[src/rtl/axi_sram_slave.sv]
// axi_sram_slave: single-beat AXI3 responder in front of a word-wide synchronous SRAM.
// One transaction is serviced at a time. When both kinds are pending in IDLE, the write wins.
// Build option: define AXI_SLV_DELAY_EN to insert DELAY extra cycles before every R/B response.
module axi_sram_slave #(
  parameter int ADDR_W = 10,
  parameter int DELAY  = 3
) (
  input  logic              aclk,
  input  logic              areset,
  // read address
  input  logic [3:0]        arid,
  input  logic [31:0]       araddr,
  input  logic [7:0]        arlen,
  input  logic [2:0]        arsize,
  input  logic [1:0]        arburst,
  input  logic [1:0]        arlock,
  input  logic [3:0]        arcache,
  input  logic [2:0]        arprot,
  input  logic              arvalid,
  output logic              arready,
  // read data
  output logic [3:0]        rid,
  output logic [31:0]       rdata,
  output logic [1:0]        rresp,
  output logic              rlast,
  output logic              rvalid,
  input  logic              rready,
  // write address
  input  logic [3:0]        awid,
  input  logic [31:0]       awaddr,
  input  logic [7:0]        awlen,
  input  logic [2:0]        awsize,
  input  logic [1:0]        awburst,
  input  logic [1:0]        awlock,
  input  logic [3:0]        awcache,
  input  logic [2:0]        awprot,
  input  logic              awvalid,
  output logic              awready,
  // write data
  input  logic [3:0]        wid,
  input  logic [31:0]       wdata,
  input  logic [3:0]        wstrb,
  input  logic              wlast,
  input  logic              wvalid,
  output logic              wready,
  // write response
  output logic [3:0]        bid,
  output logic [1:0]        bresp,
  output logic              bvalid,
  input  logic              bready,
  // SRAM (1-cycle read latency)
  output logic              ram_en,
  output logic [3:0]        ram_we,
  output logic [ADDR_W-1:0] ram_addr,
  output logic [31:0]       ram_wdata,
  input  logic [31:0]       ram_rdata
);

  typedef enum logic [2:0] {
    ST_IDLE     = 3'd0,
    ST_RD_ISSUE = 3'd1,
    ST_RD_CAPT  = 3'd2,
    ST_R_RESP   = 3'd3,
    ST_WR_ISSUE = 3'd4,
    ST_B_RESP   = 3'd5
`ifdef AXI_SLV_DELAY_EN
    , ST_DLY    = 3'd6
`endif
  } state_e;

  state_e              state_r;
  state_e              state_s;

  // write-side holding registers
  logic                aw_held_r;
  logic                w_held_r;
  logic [ADDR_W-1:0]   awaddr_r;
  logic                awlen_nz_r;
  logic [3:0]          bid_r;
  logic [1:0]          bresp_r;
  logic [31:0]         wdata_r;
  logic [3:0]          wstrb_r;

  // read-side registers
  logic [ADDR_W-1:0]   araddr_r;
  logic                arlen_nz_r;
  logic [3:0]          rid_r;
  logic [1:0]          rresp_r;
  logic [31:0]         rdata_r;

  logic                idle_s;
  logic                awready_s;
  logic                wready_s;
  logic                arready_s;
  logic                aw_fire_s;
  logic                w_fire_s;
  logic                ar_fire_s;

`ifdef AXI_SLV_DELAY_EN
  logic [3:0]          dly_cnt_r;
  logic                rd_op_r;
`endif

  // Handshake qualifiers; readies are held low for the whole reset cycle.
  assign idle_s    = (state_r == ST_IDLE);
  assign awready_s = ~areset & idle_s & ~aw_held_r;
  assign wready_s  = ~areset & idle_s & ~w_held_r;
  assign arready_s = ~areset & idle_s & ~aw_held_r & ~w_held_r & ~awvalid & ~wvalid;
  assign aw_fire_s = awvalid & awready_s;
  assign w_fire_s  = wvalid & wready_s;
  assign ar_fire_s = arvalid & arready_s;

  assign awready   = awready_s;
  assign wready    = wready_s;
  assign arready   = arready_s;

  // State register; any transaction in flight is dropped on reset.
  always_ff @(posedge aclk) begin
    if (areset) begin
      state_r <= ST_IDLE;
    end else begin
      state_r <= state_s;
    end
  end

  // Next-state logic; a handshake in the current cycle counts as already held so
  // coincident AW/W go straight to WR_ISSUE.
  always_comb begin
    state_s = state_r;
    case (state_r)
      ST_IDLE: begin
        if ((aw_held_r | aw_fire_s) & (w_held_r | w_fire_s)) begin
          state_s = ST_WR_ISSUE;
        end else if (ar_fire_s) begin
          state_s = ST_RD_ISSUE;
        end else begin
          state_s = ST_IDLE;
        end
      end
      ST_RD_ISSUE: state_s = ST_RD_CAPT;
`ifdef AXI_SLV_DELAY_EN
      ST_RD_CAPT:  state_s = ST_DLY;
      ST_WR_ISSUE: state_s = ST_DLY;
      ST_DLY: begin
        if (dly_cnt_r == 4'd0) begin
          if (rd_op_r) begin
            state_s = ST_R_RESP;
          end else begin
            state_s = ST_B_RESP;
          end
        end else begin
          state_s = ST_DLY;
        end
      end
`else
      ST_RD_CAPT:  state_s = ST_R_RESP;
      ST_WR_ISSUE: state_s = ST_B_RESP;
`endif
      ST_R_RESP: begin
        if (rready) begin
          state_s = ST_IDLE;
        end else begin
          state_s = ST_R_RESP;
        end
      end
      ST_B_RESP: begin
        if (bready) begin
          state_s = ST_IDLE;
        end else begin
          state_s = ST_B_RESP;
        end
      end
      default: state_s = ST_IDLE;
    endcase
  end

  // AW/W holding registers: latch on handshake, release once the SRAM write is issued.
  always_ff @(posedge aclk) begin
    if (areset) begin
      aw_held_r  <= 1'b0;
      w_held_r   <= 1'b0;
      awaddr_r   <= '0;
      awlen_nz_r <= 1'b0;
      bid_r      <= 4'h0;
      bresp_r    <= 2'b00;
      wdata_r    <= 32'h0;
      wstrb_r    <= 4'h0;
    end else begin
      if (aw_fire_s) begin
        aw_held_r  <= 1'b1;
        awaddr_r   <= awaddr[ADDR_W+1:2];
        awlen_nz_r <= (awlen != 8'd0);
        bid_r      <= awid;
        bresp_r    <= (awlen != 8'd0) ? 2'b10 : 2'b00;
      end else if (state_r == ST_WR_ISSUE) begin
        aw_held_r  <= 1'b0;
      end
      if (w_fire_s) begin
        w_held_r   <= 1'b1;
        wdata_r    <= wdata;
        wstrb_r    <= wstrb;
      end else if (state_r == ST_WR_ISSUE) begin
        w_held_r   <= 1'b0;
      end
    end
  end

  // Read request capture and read-data register; rdata holds until the next capture.
  always_ff @(posedge aclk) begin
    if (areset) begin
      araddr_r   <= '0;
      arlen_nz_r <= 1'b0;
      rid_r      <= 4'h0;
      rresp_r    <= 2'b00;
      rdata_r    <= 32'h0;
    end else begin
      if (ar_fire_s) begin
        araddr_r   <= araddr[ADDR_W+1:2];
        arlen_nz_r <= (arlen != 8'd0);
        rid_r      <= arid;
        rresp_r    <= (arlen != 8'd0) ? 2'b10 : 2'b00;
      end
      if (state_r == ST_RD_CAPT) begin
        rdata_r <= arlen_nz_r ? 32'h0 : ram_rdata;
      end
    end
  end

`ifdef AXI_SLV_DELAY_EN
  // Response delay counter and the operation kind it resumes into.
  always_ff @(posedge aclk) begin
    if (areset) begin
      dly_cnt_r <= 4'd0;
      rd_op_r   <= 1'b0;
    end else begin
      if ((state_r != ST_DLY) && (state_s == ST_DLY)) begin
        dly_cnt_r <= 4'(DELAY - 1);
      end else if ((state_r == ST_DLY) && (dly_cnt_r != 4'd0)) begin
        dly_cnt_r <= dly_cnt_r - 4'd1;
      end
      if (state_r == ST_RD_CAPT) begin
        rd_op_r <= 1'b1;
      end else if (state_r == ST_WR_ISSUE) begin
        rd_op_r <= 1'b0;
      end
    end
  end
`endif

  // Response channels decoded from the state register; payloads come from latched regs.
  assign rvalid    = (state_r == ST_R_RESP);
  assign rlast     = (state_r == ST_R_RESP);
  assign rid       = rid_r;
  assign rresp     = rresp_r;
  assign rdata     = rdata_r;
  assign bvalid    = (state_r == ST_B_RESP);
  assign bid       = bid_r;
  assign bresp     = bresp_r;

  // SRAM port: bursts never touch the array on reads and never write on writes.
  assign ram_en    = ((state_r == ST_RD_ISSUE) & ~arlen_nz_r) | (state_r == ST_WR_ISSUE);
  assign ram_we    = ((state_r == ST_WR_ISSUE) & ~awlen_nz_r) ? wstrb_r : 4'h0;
  assign ram_addr  = (state_r == ST_WR_ISSUE) ? awaddr_r : araddr_r;
  assign ram_wdata = wdata_r;

  // Attributes this responder deliberately ignores.
  logic unused_s;
`ifdef AXI_SLV_DELAY_EN
  assign unused_s = ^{arsize, arburst, arlock, arcache, arprot, araddr[31:ADDR_W+2], araddr[1:0],
                      awsize, awburst, awlock, awcache, awprot, awaddr[31:ADDR_W+2], awaddr[1:0],
                      wid, wlast};
`else
  assign unused_s = ^{arsize, arburst, arlock, arcache, arprot, araddr[31:ADDR_W+2], araddr[1:0],
                      awsize, awburst, awlock, awcache, awprot, awaddr[31:ADDR_W+2], awaddr[1:0],
                      wid, wlast, 4'(DELAY)};
`endif

endmodule
[config.mk]
export PLATFORM = sky130hd
export DESIGN_NAME = axi_sram_slave
export DESIGN_NICKNAME = d
export VERILOG_FILES = /design/src/rtl/axi_sram_slave.sv
export SDC_FILE = /design/constraint.sdc
export NUM_CORES = 1
export LEC_CHECK = 0
export CAP_MARGIN = 20
export CORE_AREA = 2 2 114 116
export CTS_CLUSTER_SIZE = 8
export DETAILED_ROUTE_END_ITERATION = 7
export DIE_AREA = 0 0 116 118
export GPL_TIMING_DRIVEN = 0
export PLACE_DENSITY = 0.8
export SYNTH_ARGS = -nofsm -noshare
export SYNTH_HDL_FRONTEND = slang
export SYNTH_SLANG_ARGS = --single-unit
[constraint.sdc]
create_clock -name aclk -period 4.05 [get_ports aclk]
set_input_delay 0.405 -clock aclk [delete_from_list [all_inputs] [get_ports aclk]]
set_output_delay 0.405 -clock aclk [all_outputs]
set_load 0.03 [all_outputs]
# ---- Word level (Yosys, flattened, before mapping)
# Cells that the tools add are included.
dict set report classes {
  muxes 13
  eq_ne 5
  n_reduce_logical 5
  bitwise 22
}
# cell count
set op_table {}
lappend op_table {{2-to-1 mux 32 bit} 1}
lappend op_table {{case mux 3 bit (6 select lines)} 1}
lappend op_table {{nonzero test 8 bit} 2}
lappend op_table {{bitwise AND 1 bit} 12}
lappend op_table {{2-to-1 mux 10 bit} 1}
lappend op_table {{NOT 1 bit} 7}
lappend op_table {{== test 3 x 2 -> 1 bit (second input constant)} 2}
lappend op_table {{== test 3 bit (second input constant)} 2}
lappend op_table {{2-to-1 mux 2 bit} 3}
lappend op_table {{2-to-1 mux 3 bit} 2}
lappend op_table {{2-to-1 mux 1 bit} 4}
lappend op_table {{2-to-1 mux 4 bit} 1}
lappend op_table {{nonzero test 2 bit} 2}
lappend op_table {{== test 3 x 1 -> 1 bit (second input constant)} 1}
lappend op_table {{zero test 3 bit} 1}
lappend op_table {{bitwise OR 1 bit} 3}
dict set report totals {
  in_bits 196
  wordCells 59
  register_bits 107
}

# ---- Longest topological paths before layout
# Gate-level depths: netlist of the first run.
dict set report depth {
  ltp_word 10
  depth_mapped 6
  depth_no_buf 3
}

# ---- Least setup slack after synthesis of the first run
# OpenSTA, ideal clock, no wires.
dict set report synth_timing {
  kind {reg2out}
  startpoint {register state_r[2]}
  endpoint {output port ram_we[0]}
  n_path_buf 3
  path_stages_with_launch 6
  path_slack_ns 1.724
  t_arrival_ns 1.921
  t_required_ns 3.645
  path_cell_list {dfxtp_1 > buf_4 > or3b_1 > buf_2 > buf_6 > nor3b_1}
}
dict set report synth_between {
  elab_chain_cells 3
}
# item line_no
set synth_lines {}
lappend synth_lines {{from (decl)} 71} ;# state_e state_r;
lappend synth_lines {{from (signal assigned)} 122} ;# state_r <= state_s;
lappend synth_lines {{== test 3 bit} 262} ;# assign ram_we = ((state_r == ST_WR_ISSUE) & ~awlen_nz_r) ? wstrb_r : 4'h0;
lappend synth_lines {{bitwise AND 1 bit} 262}
lappend synth_lines {{2-to-1 mux 4 bit} 262}
lappend synth_lines {{to (decl)} 53} ;# output logic [3:0] ram_we,
# Every way passes these cells.

# ---- Worst setup path after layout of the first run
dict set report layout_timing {
  startpoint {input port areset}
  endpoint {output port wready}
}
dict set report layout_between {
  elab_chain_cells 3
}
# item line_no
set layout_lines {}
lappend layout_lines {{from (decl)} 9} ;# input logic areset,
lappend layout_lines {{NOT 1 bit} 107} ;# assign wready_s = ~areset & idle_s & ~w_held_r;
lappend layout_lines {{bitwise AND 1 bit (2 in a row)} 107}
lappend layout_lines {{to (decl)} 45} ;# output logic wready,
# Every way passes these cells.

==> results of run 1 <==
[final timing paths]
| path | from | end | slack, ps | cells past startpoint |
|---|---|---|---|---|
| max reg2reg | state_r[2]$_SDFF_PP0_ | ram_wdata[29]$_SDFFE_PP0P_ | 2190 | 5 |
| max | areset | wready | 790 | 6 |
| min reg2reg | rdata[21]$_SDFFE_PP0P_ | rdata[21]$_SDFFE_PP0P_ | 450 | 2 |
| min | rdata[21]$_SDFFE_PP0P_ | rdata[21]$_SDFFE_PP0P_ | 450 | 2 |
[cell families (layout without fill, tap and decap cells)]
kind of cell           after synthesis  count (layout)  synth area share
muxes                               55              55            0.1581
and+or+nand+nor                    164             164            0.2228
buffers and inverters               47             274           0.05381
DFF                                103             103            0.4619
other                                1               2         0.0008400
AOI/OAI and AO/OA                   84              84            0.1026
[routing by layer]
layer | track usage | wire, um | vias to the layer above | part of all wire
met5 | 0 | 0 | - | 0
met4 | 0.07961 | 432 | 0 | 0.031
met3 | 0.06900 | 1079 | 31 | 0.079
met2 | 0.3458 | 6864 | 171 | 0.50
met1 | 0.2209 | 5346 | 1967 | 0.39
li1 | - | - | 2016 | -
[area by class of cell]
cell class                 instances  area, um2
timing repair buffer             212       2122
inverter                           2      7.507
sequential                       103       2062
tap                              172      215.2
multi-input combinational        305       2166
buffer                            45      232.7
clock inverter                     6      86.33
fill                            1093       5298
clock buffer                       9      225.2
[flip-flops by register name, summed over array words and instances, names as in the netlist]
register	cells
araddr_r	10
aw_held_r	1
awaddr_r	10
awlen_nz_r	1
bid	4
ram_wdata	32
rdata	32
rid	4
rresp	1
state_r	3
w_held_r	1
wstrb_r	4
[layout by cell type (no fill, tap or decap), types with 3 or more instances in the layout]
master / n
dfxtp_1: 103
o31ai_1: 6
a21oi_1: 56
buf_6: 3
mux2_2: 32
clkdlybuf4s50_1: 212
buf_4: 6
nor2_1: 8
o21ai_0: 15
nand4_1: 6
nor3b_1: 6
nand3b_1: 33
nor2b_1: 47
clkbuf_16: 9
mux2_4: 23
clkbuf_1: 18
buf_2: 15
buf_1: 3
nand2_1: 36
nand3_1: 14
nor4_1: 4
[power by group]
| part | switching (mW) | leakage, nW | total (mW) | internal, mW |
|---|---|---|---|---|
| logic | 0.461 | 1.65 | 0.904 | 0.443 |
| registers | 0.0612 | 0.840 | 1.18 | 1.11 |
| clock network | 0.383 | 0.151 | 0.921 | 0.537 |
[cell usage after synthesis (2+ instances only)]
| cell | count | share of area |
|---|---|---|
| nor2b_1 | 47 | 0.066 |
| buf_1 | 3 | 0.0025 |
| nand3_1 | 14 | 0.016 |
| mux2_4 | 23 | 0.077 |
| or4_1 | 2 | 0.0034 |
| dfxtp_1 | 103 | 0.46 |
| mux2_2 | 32 | 0.081 |
| clkbuf_1 | 18 | 0.015 |
| buf_4 | 6 | 0.010 |
| a21oi_1 | 56 | 0.063 |
| buf_6 | 3 | 0.0076 |
| nand3b_1 | 33 | 0.055 |
| buf_2 | 15 | 0.017 |
| o21ai_0 | 15 | 0.017 |
| nor2_1 | 8 | 0.0067 |
| o31ai_1 | 6 | 0.010 |
| nor4_1 | 4 | 0.0056 |
| nand2_1 | 36 | 0.030 |
| nor4_4 | 2 | 0.0095 |
| inv_1 | 2 | 0.0017 |
| nor3b_1 | 6 | 0.010 |
| a22oi_1 | 2 | 0.0034 |
| nand4_1 | 6 | 0.0084 |
[worst max-delay path, delay by kind of cell]
family | cells | cell delay, ps
AND/OR/NAND/NOR | 2 | 660
buffers and inverters | 4 | 1790
==> results.json, run 1 <==
{
  "cts_hold_buf": 0,
  "dp.cells": 839,
  "crit_fanout": 10,
  "core_um2": 12410,
  "tritoncts": "done",
  "final_nets": 874,
  "syn_inst": 454,
  "ys_seq_elements": 103,
  "required_ps": 3640,
  "drc": 0,
  "h-tree-depth": 3,
  "dp_slack_ps": 792.9,
  "final_util": 0.5733,
  "rsz0062_at_grt": "no",
  "finalSetupViolations": 0,
  "finalWeightedCongestion": 0.7982,
  "status": "complete, no violations",
  "tns_ps": 0,
  "pwr_density_cell_nw_per_um2": 421.6,
  "p_leak_nw": 2.642,
  "numCtsBuffers": 9,
  "fmax_ghz": 0.3065,
  "synth-main-ff-cell": "dfxtp_1",
  "stdcell_count": 854,
  "cp_slowest_cell": "clkdlybuf4s50_1",
  "die_area_um2": 13690,
  "vias": 4185,
  "ys_warn_count": 0,
  "finalMaxSlewViolations": 0,
  "cts_buffer_depth": 2,
  "critPathCaptureType": "primary output",
  "wl_per_cell_um": 16.07,
  "antenna_cells": 0,
  "die_height_um": 118,
  "avgViaCountPerCell": 4.900,
  "worstPathArrival_ps": 2860,
  "hp-class": "flop to flop",
  "cts-resized-gates": 0,
  "io_pins": 293,
  "startpoint_type": "input pin",
  "hold_viol": 0,
  "syn_to_final_growth_pct": 59.42,
  "hold_ws_ps": 451.1,
  "synth_seq_area_share": 0.4619,
  "worst_path_largest_cell_delay_ps": 700,
  "crit_chain": "clkdlybuf4s50_1, or4_1, clkbuf_1, clkbuf_1, nor2_1, clkdlybuf4s50_1",
  "grtUsageTotal": 0.1996,
  "worst_slew_pin_slew_ps": 551.5,
  "hpwl_um": 10600,
  "synth_edf_count": 0,
  "clock_latency_ps": 340,
  "design_area_um2": 7117,
  "drt_wl_total_um": 13720,
  "rows": 41,
  "ant_nets": 0,
  "synth_area_per_cell_um2": 9.833,
  "io_buffers": 212,
  "path_clk_slew_ps": 70,
  "relSlewSlack": 0.6290,
  "drive_gt1_frac": 0.1452,
  "fin_skew_ps": 6.625,
  "finalCritPeriodShare": 0.8055,
  "antenna_found_initial": 0,
  "die_x_um": 116,
  "drv_cap": 0,
  "netlist_area_um2": 4464,
  "async_reset_ff_frac": 0,
  "grt_pass1_wl_um": 21330,
  "cts-root-buf": "clkbuf_16",
  "setup_ws_ps": 787.6,
  "first_pass_iters": 4,
  "grt_overflow_total": 0,
  "start_util": 0.3596,
  "postPlaceCellArea_um2": 6805,
  "post-cts-setup-buffers": 0,
  "drt_iter0_drc": 200,
  "clock-sinks": 103,
  "ys_types": 35,
  "grt_max_degree": 17,
  "ir_drop_mv": 0.2052,
  "min_period_ps": 3262,
  "first_global_vias": 4350,
  "worst-setup-path-type": "input pin to primary output",
  "p_total_mw": 3.001
}
Power figures use the tool's default switching activity.
==> inputs of run 2 (changes only) <==
--- a/config.mk
+++ b/config.mk
@@ -6,10 +6,10 @@
 export NUM_CORES = 1
 export LEC_CHECK = 0
 export CAP_MARGIN = 20
-export CORE_AREA = 2 2 114 116
+export CORE_MARGIN = 2
+export CORE_UTILIZATION = 36
 export CTS_CLUSTER_SIZE = 8
 export DETAILED_ROUTE_END_ITERATION = 7
-export DIE_AREA = 0 0 116 118
 export GPL_TIMING_DRIVEN = 0
 export PLACE_DENSITY = 0.8
 export SYNTH_ARGS = -nofsm -noshare
==> constraint.sdc (replaced) <==
create_clock -name aclk -period 3.11 [get_ports aclk]
set_input_delay 0.311 -clock aclk [delete_from_list [all_inputs] [get_ports aclk]]
set_output_delay 0.311 -clock aclk [all_outputs]
set_load 0.03 [all_outputs]
==> run 2 against run 1 <==
Net effect: sequential power up 30%; register-to-register slack worse by 960 ps; clock skew up 3.7 ps; highest routed layer unchanged; die area down 2.8%; flip-flop and latch count unchanged; via count about the same; power up 28%; global-route usage down 0.53 points; routed wire length down 2.4%; cell count down 0.35%; critical endpoint is now ram_we[0].
==> results.json, run 2 (synthesis results as in run 1) <==
{
  "io_buffers": 212,
  "fin_skew_ps": 10.32,
  "worstPathArrival_ps": 2550,
  "rows": 40,
  "start_util": 0.3701,
  "hp-class": "input pin to flop",
  "hpwl_um": 10310,
  "cp_slowest_cell": "clkdlybuf4s50_1",
  "grt_max_degree": 17,
  "hold_ws_ps": 375.5,
  "syn_to_final_growth_pct": 59.25,
  "finalSetupViolations": 0,
  "final_util": 0.5894,
  "worst-setup-path-type": "flop to primary output",
  "die_x_um": 115.4,
  "fmax_ghz": 0.3493,
  "final_common_cell": "clkdlybuf4s50_1",
  "routed-wl-met3_um": 940,
  "antenna_cells": 0,
  "drt_iter0_drc": 194,
  "stdcell_count": 851,
  "tns_ps": 0,
  "grt_pass1_wl_um": 20290,
  "hold_depth": 3,
  "status": "complete, no violations",
  "pwr_density_cell_nw_per_um2": 541.7,
  "grt_overflow_total": 0,
  "crit_buf_inv": 4,
  "dp.cells": 835,
  "rsz0062_at_grt": "no",
  "worst-path-stages": 6,
  "worst_path_largest_cell_delay_ps": 710,
  "tritoncts": "done",
  "first_global_vias": 4123,
  "die_height_um": 115.4,
  "avgViaCountPerCell": 4.917,
  "numCtsBuffers": 9,
  "wl_per_cell_um": 15.74,
  "io_pins": 293,
  "final_cell_mix": "clkdlybuf4s50_1 (209), dfxtp_1 (103), a21oi_1 (56), nor2b_1 (47), nand2_1 (36)",
  "required_ps": 2800,
  "p_leak_nw": 2.676,
  "cp_top_family": "buffers and inverters",
  "h-tree-depth": 3,
  "hold_viol": 0,
  "clock_latency_ps": 350,
  "reg2reg_depth": 5,
  "drt_wl_total_um": 13390,
  "cts-root-buf": "clkbuf_16",
  "drv_cap": 0,
  "drc": 0,
  "drive_gt1_frac": 0.1435,
  "final_nets": 874,
  "p_total_mw": 3.851,
  "first_pass_iters": 4,
  "relSlewSlack": 0.5970,
  "crit_chain": "buf_4, or3b_1, buf_2, buf_6, nor3b_1, clkdlybuf4s50_1",
  "grtUsageTotal": 0.1943,
  "highest_layer": "met4",
  "finalMaxSlewViolations": 0,
  "worst_slew_pin_slew_ps": 604.5,
  "clock-sinks": 103,
  "cts_hold_buf": 0,
  "crit_fanout": 10,
  "wl_met2_um": 6543,
  "path_clk_slew_ps": 70,
  "vias": 4184,
  "die_area_um2": 13310,
  "ant_nets": 0,
  "critPathCaptureType": "primary output",
  "met1_length_um": 5562,
  "cts_buffer_depth": 2,
  "ir_drop_mv": 0.2852,
  "min_period_ps": 2863,
  "antenna_found_initial": 0,
  "finalCritPeriodShare": 0.9205,
  "core_um2": 12060,
  "finalWeightedCongestion": 0.8402,
  "startpoint_type": "flop"
}
run 2: cell count changes in the layout (fill, tap and decap cells not counted), sizes merged:
cell / previous run / this run
clkinv: 3 / 2
dlymetal6s2s: 0 / 3
clkbuf: 27 / 30
clkdlybuf4s50: 212 / 209
bufinv: 2 / 1
run 2: repair_timing:
action | 4_1_cts | 5_1_grt
endpoints found under the setup margin | 0 | 3
buffers inserted | 0 | 0
resized for setup | 0 | 3
run 2: metrics by stage:
stage | worst slack [ps] | area, um2
6_report | 247.2 | 7109
5_1_grt | 104.1 | 7109
4_1_cts | 66.25 | 7102
3_5_place_dp | 79.29 | 6800
3_3_place_gp | 46.20 | 6800
2_1_floorplan | 877.9 | 4468
run 2: final timing paths:
kind / from / end / slack, ps
min: arvalid / araddr_r[1]$_SDFFE_PP0P_ / 380
max: state_r[2]$_SDFF_PP0_ / ram_we[0] / 250
max reg2reg: state_r[2]$_SDFF_PP0_ / ram_wdata[23]$_SDFFE_PP0P_ / 1230
min reg2reg: rdata[3]$_SDFFE_PP0P_ / rdata[3]$_SDFFE_PP0P_ / 450
run 2: area by class of cell:
type | count | area [um2]
fillers | 1029 | 4952
multi-input cells | 305 | 2166
repair buffers | 212 | 2130
flip-flops and latches | 103 | 2062
clock buffers | 12 | 246.5
plain buffers | 45 | 232.7
well taps | 168 | 210.2
clock inverters | 4 | 55.05
inverters | 2 | 7.507
run 2: tightest hold or removal path, cell delays in order:
cell and delay [ps]:
clkbuf_1 170, nand4_1 130, a21oi_1 60
run 2: power breakdown:
part	switching (mW)	internal [mW]
registers	0.0779	1.45
logic	0.600	0.575
clock network	0.497	0.650
total	1.17	2.68
run 2: per-layer routing:
layer | GRT usage | vias to the layer above
li1 | - | 2018
met1 | 0.2300 | 1981
met2 | 0.3275 | 159
met3 | 0.05324 | 26
met4 | 0.08916 | 0
met5 | 0 | -
==> inputs of run 3 (changes only) <==
--- a/config.mk
+++ b/config.mk
@@ -6,12 +6,12 @@
 export NUM_CORES = 1
 export LEC_CHECK = 0
 export CAP_MARGIN = 20
-export CORE_MARGIN = 2
-export CORE_UTILIZATION = 36
+export CORE_AREA = 2 2 112 114
 export CTS_CLUSTER_SIZE = 8
 export DETAILED_ROUTE_END_ITERATION = 7
+export DIE_AREA = 0 0 114 116
+export DONT_BUFFER_PORTS = 1
 export GPL_TIMING_DRIVEN = 0
-export PLACE_DENSITY = 0.8
 export SYNTH_ARGS = -nofsm -noshare
 export SYNTH_HDL_FRONTEND = slang
 export SYNTH_SLANG_ARGS = --single-unit
==> run 3 against run 2 <==
Net effect: critical path depth down 1; critical endpoint is now ram_we[2]; combinational power shrank 50%; cell count fell by 27%; critical path type unchanged; sequential share of layout area is 13 points higher; clock skew decreased by 2.2 ps; design area fell by 30%; highest routed layer unchanged; via count decreased by 21%; power decreased by 9.4%; die area fell by 0.63%; register-to-register slack lost 30 ps; count of clock-buffer cells in the layout down 2.
==> results.json, run 3 (synthesis results as in run 1) <==
{
  "status": "complete, no violations",
  "first_global_vias": 3320,
  "postPlaceCellArea_um2": 4652,
  "design_area_um2": 4959,
  "rows": 40,
  "syn_to_final_growth_pct": 11.07,
  "final_common_cell": "dfxtp_1",
  "p_clk_frac": 0.333,
  "avgViaCountPerCell": 5.380,
  "fin_skew_ps": 8.082,
  "antenna_cells": 0,
  "clock-sinks": 103,
  "hpwl_um": 9026,
  "grt_max_degree": 18,
  "cts-resized-gates": 0,
  "drt_iter0_drc": 150,
  "crit_fanout": 10,
  "final_cell_mix": "dfxtp_1 (103), a21oi_1 (56), nor2b_1 (47), nand2_1 (36), nand3b_1 (33)",
  "cts_buffer_depth": 2,
  "pwr_density_cell_nw_per_um2": 703.3,
  "p_int_mw": 2.363,
  "grtUsageTotal": 0.1737,
  "start_util": 0.3748,
  "ir_drop_mv": 0.3186,
  "ant_nets": 0,
  "drive_gt1_frac": 0.2123,
  "p_leak_nw": 1.849,
  "cts-root-buf": "clkbuf_16",
  "path_clk_slew_ps": 70,
  "worstPathArrival_ps": 2500,
  "finalWeightedCongestion": 0.7346,
  "stdcell_count": 618,
  "antenna_found_initial": 0,
  "clock_latency_ps": 350,
  "rsz0062_at_grt": "no",
  "pwr-share-seq": 0.499,
  "grt_pass1_wl_um": 17550,
  "swShare": 0.3224,
  "relSlewSlack": 0.2252,
  "p_sw_mw": 1.124,
  "hold_viol": 0,
  "drv_cap": 0,
  "startpoint_type": "flop",
  "final_nets": 662,
  "post-cts-setup-buffers": 0,
  "pwr-share-comb": 0.169,
  "min_period_ps": 2810,
  "die_area_um2": 13220,
  "tritoncts": "done",
  "first_pass_iters": 4,
  "drt_wl_total_um": 11860,
  "drc": 0,
  "fmax_ghz": 0.3559,
  "finalSetupViolations": 0,
  "worst-setup-path-type": "flop to primary output",
  "core_um2": 11910,
  "cts_hold_buf": 0,
  "io_buffers": 0,
  "tns_ps": 0,
  "critPathCaptureType": "primary output",
  "io_pins": 293,
  "required_ps": 2800,
  "numCtsBuffers": 9,
  "hp-class": "input pin to flop",
  "hold_ws_ps": 68.08,
  "worst_slew_pin_slew_ps": 1160,
  "grt_overflow_total": 0,
  "dp.cells": 602,
  "die_height_um": 116,
  "finalCritPeriodShare": 0.9034,
  "finalMaxSlewViolations": 0,
  "die_x_um": 114,
  "vias": 3325,
  "h-tree-depth": 3,
  "wl_per_cell_um": 19.19
}
[run 3: cell count changes in the layout (fill, tap and decap cells not counted), sizes merged]
cell           delta
clkdlybuf4s50   -209
dlymetal6s2s      -3
clkbuf            -2
inv               +2
clkinv            -1
clkinvlp          +1
[run 3: metal layers]
metal | track usage | part of all wire | up-vias
met2 | 0.2802 | 0.48 | 150
li1 | - | - | 1601
met4 | 0.08374 | 0.026 | 0
met5 | 0 | 0 | -
met1 | 0.2005 | 0.40 | 1555
met3 | 0.07218 | 0.10 | 19
[run 3: metrics by stage]
stage / setup slack (ps) / power (mW) / utilization
after floorplan: 877.9 / 2.226 / -
after global placement: 649.1 / 2.347 / 0.3905
after detailed placement: 649.1 / 2.362 / 0.3905
after CTS: 251.1 / 3.535 / 0.4163
after global routing: 111.4 / 3.652 / 0.4163
final: 300.3 / 3.488 / 0.4163
[run 3: path summary, 6_finish.rpt]
path	startpoint	end	slack [ps]	cells past startpoint
min	rready	state_r[1]$_SDFF_PP0_	70	1
max reg2reg	state_r[2]$_SDFF_PP0_	ram_wdata[2]$_SDFFE_PP0P_	1200	5
max	state_r[2]$_SDFF_PP0_	ram_we[2]	300	5
min reg2reg	araddr_r[9]$_SDFFE_PP0P_	araddr_r[9]$_SDFFE_PP0P_	470	2
[run 3: power by group through the flow]
| stage | Sequential, mW | Clock (mW) | Combinational [mW] |
|---|---|---|---|
| after floorplan | 1.74 | 0 | 0.491 |
| after global placement | 1.77 | 0 | 0.578 |
| after detailed placement | 1.77 | 0 | 0.591 |
| after CTS | 1.74 | 1.20 | 0.591 |
| after global routing | 1.76 | 1.25 | 0.644 |
| final | 1.74 | 1.16 | 0.588 |
[run 3: worst max-delay path, cell delays in order, from the launching register on]
cell and delay [ps]:
dfxtp_1 390, buf_4 190, or3b_1 350, buf_2 200, buf_6 170, nor3b_1 850
[run 3: final cells by class]
cell class,count,area (um2)
Sequential cell,103,2062
Multi-Input combinational cell,305,2166
Tap cell,147,183.9
Clock inverter,6,67.56
Clock buffer,10,239.0
Fill cell,1151,6953
Inverter,2,7.507
Buffer,45,232.7
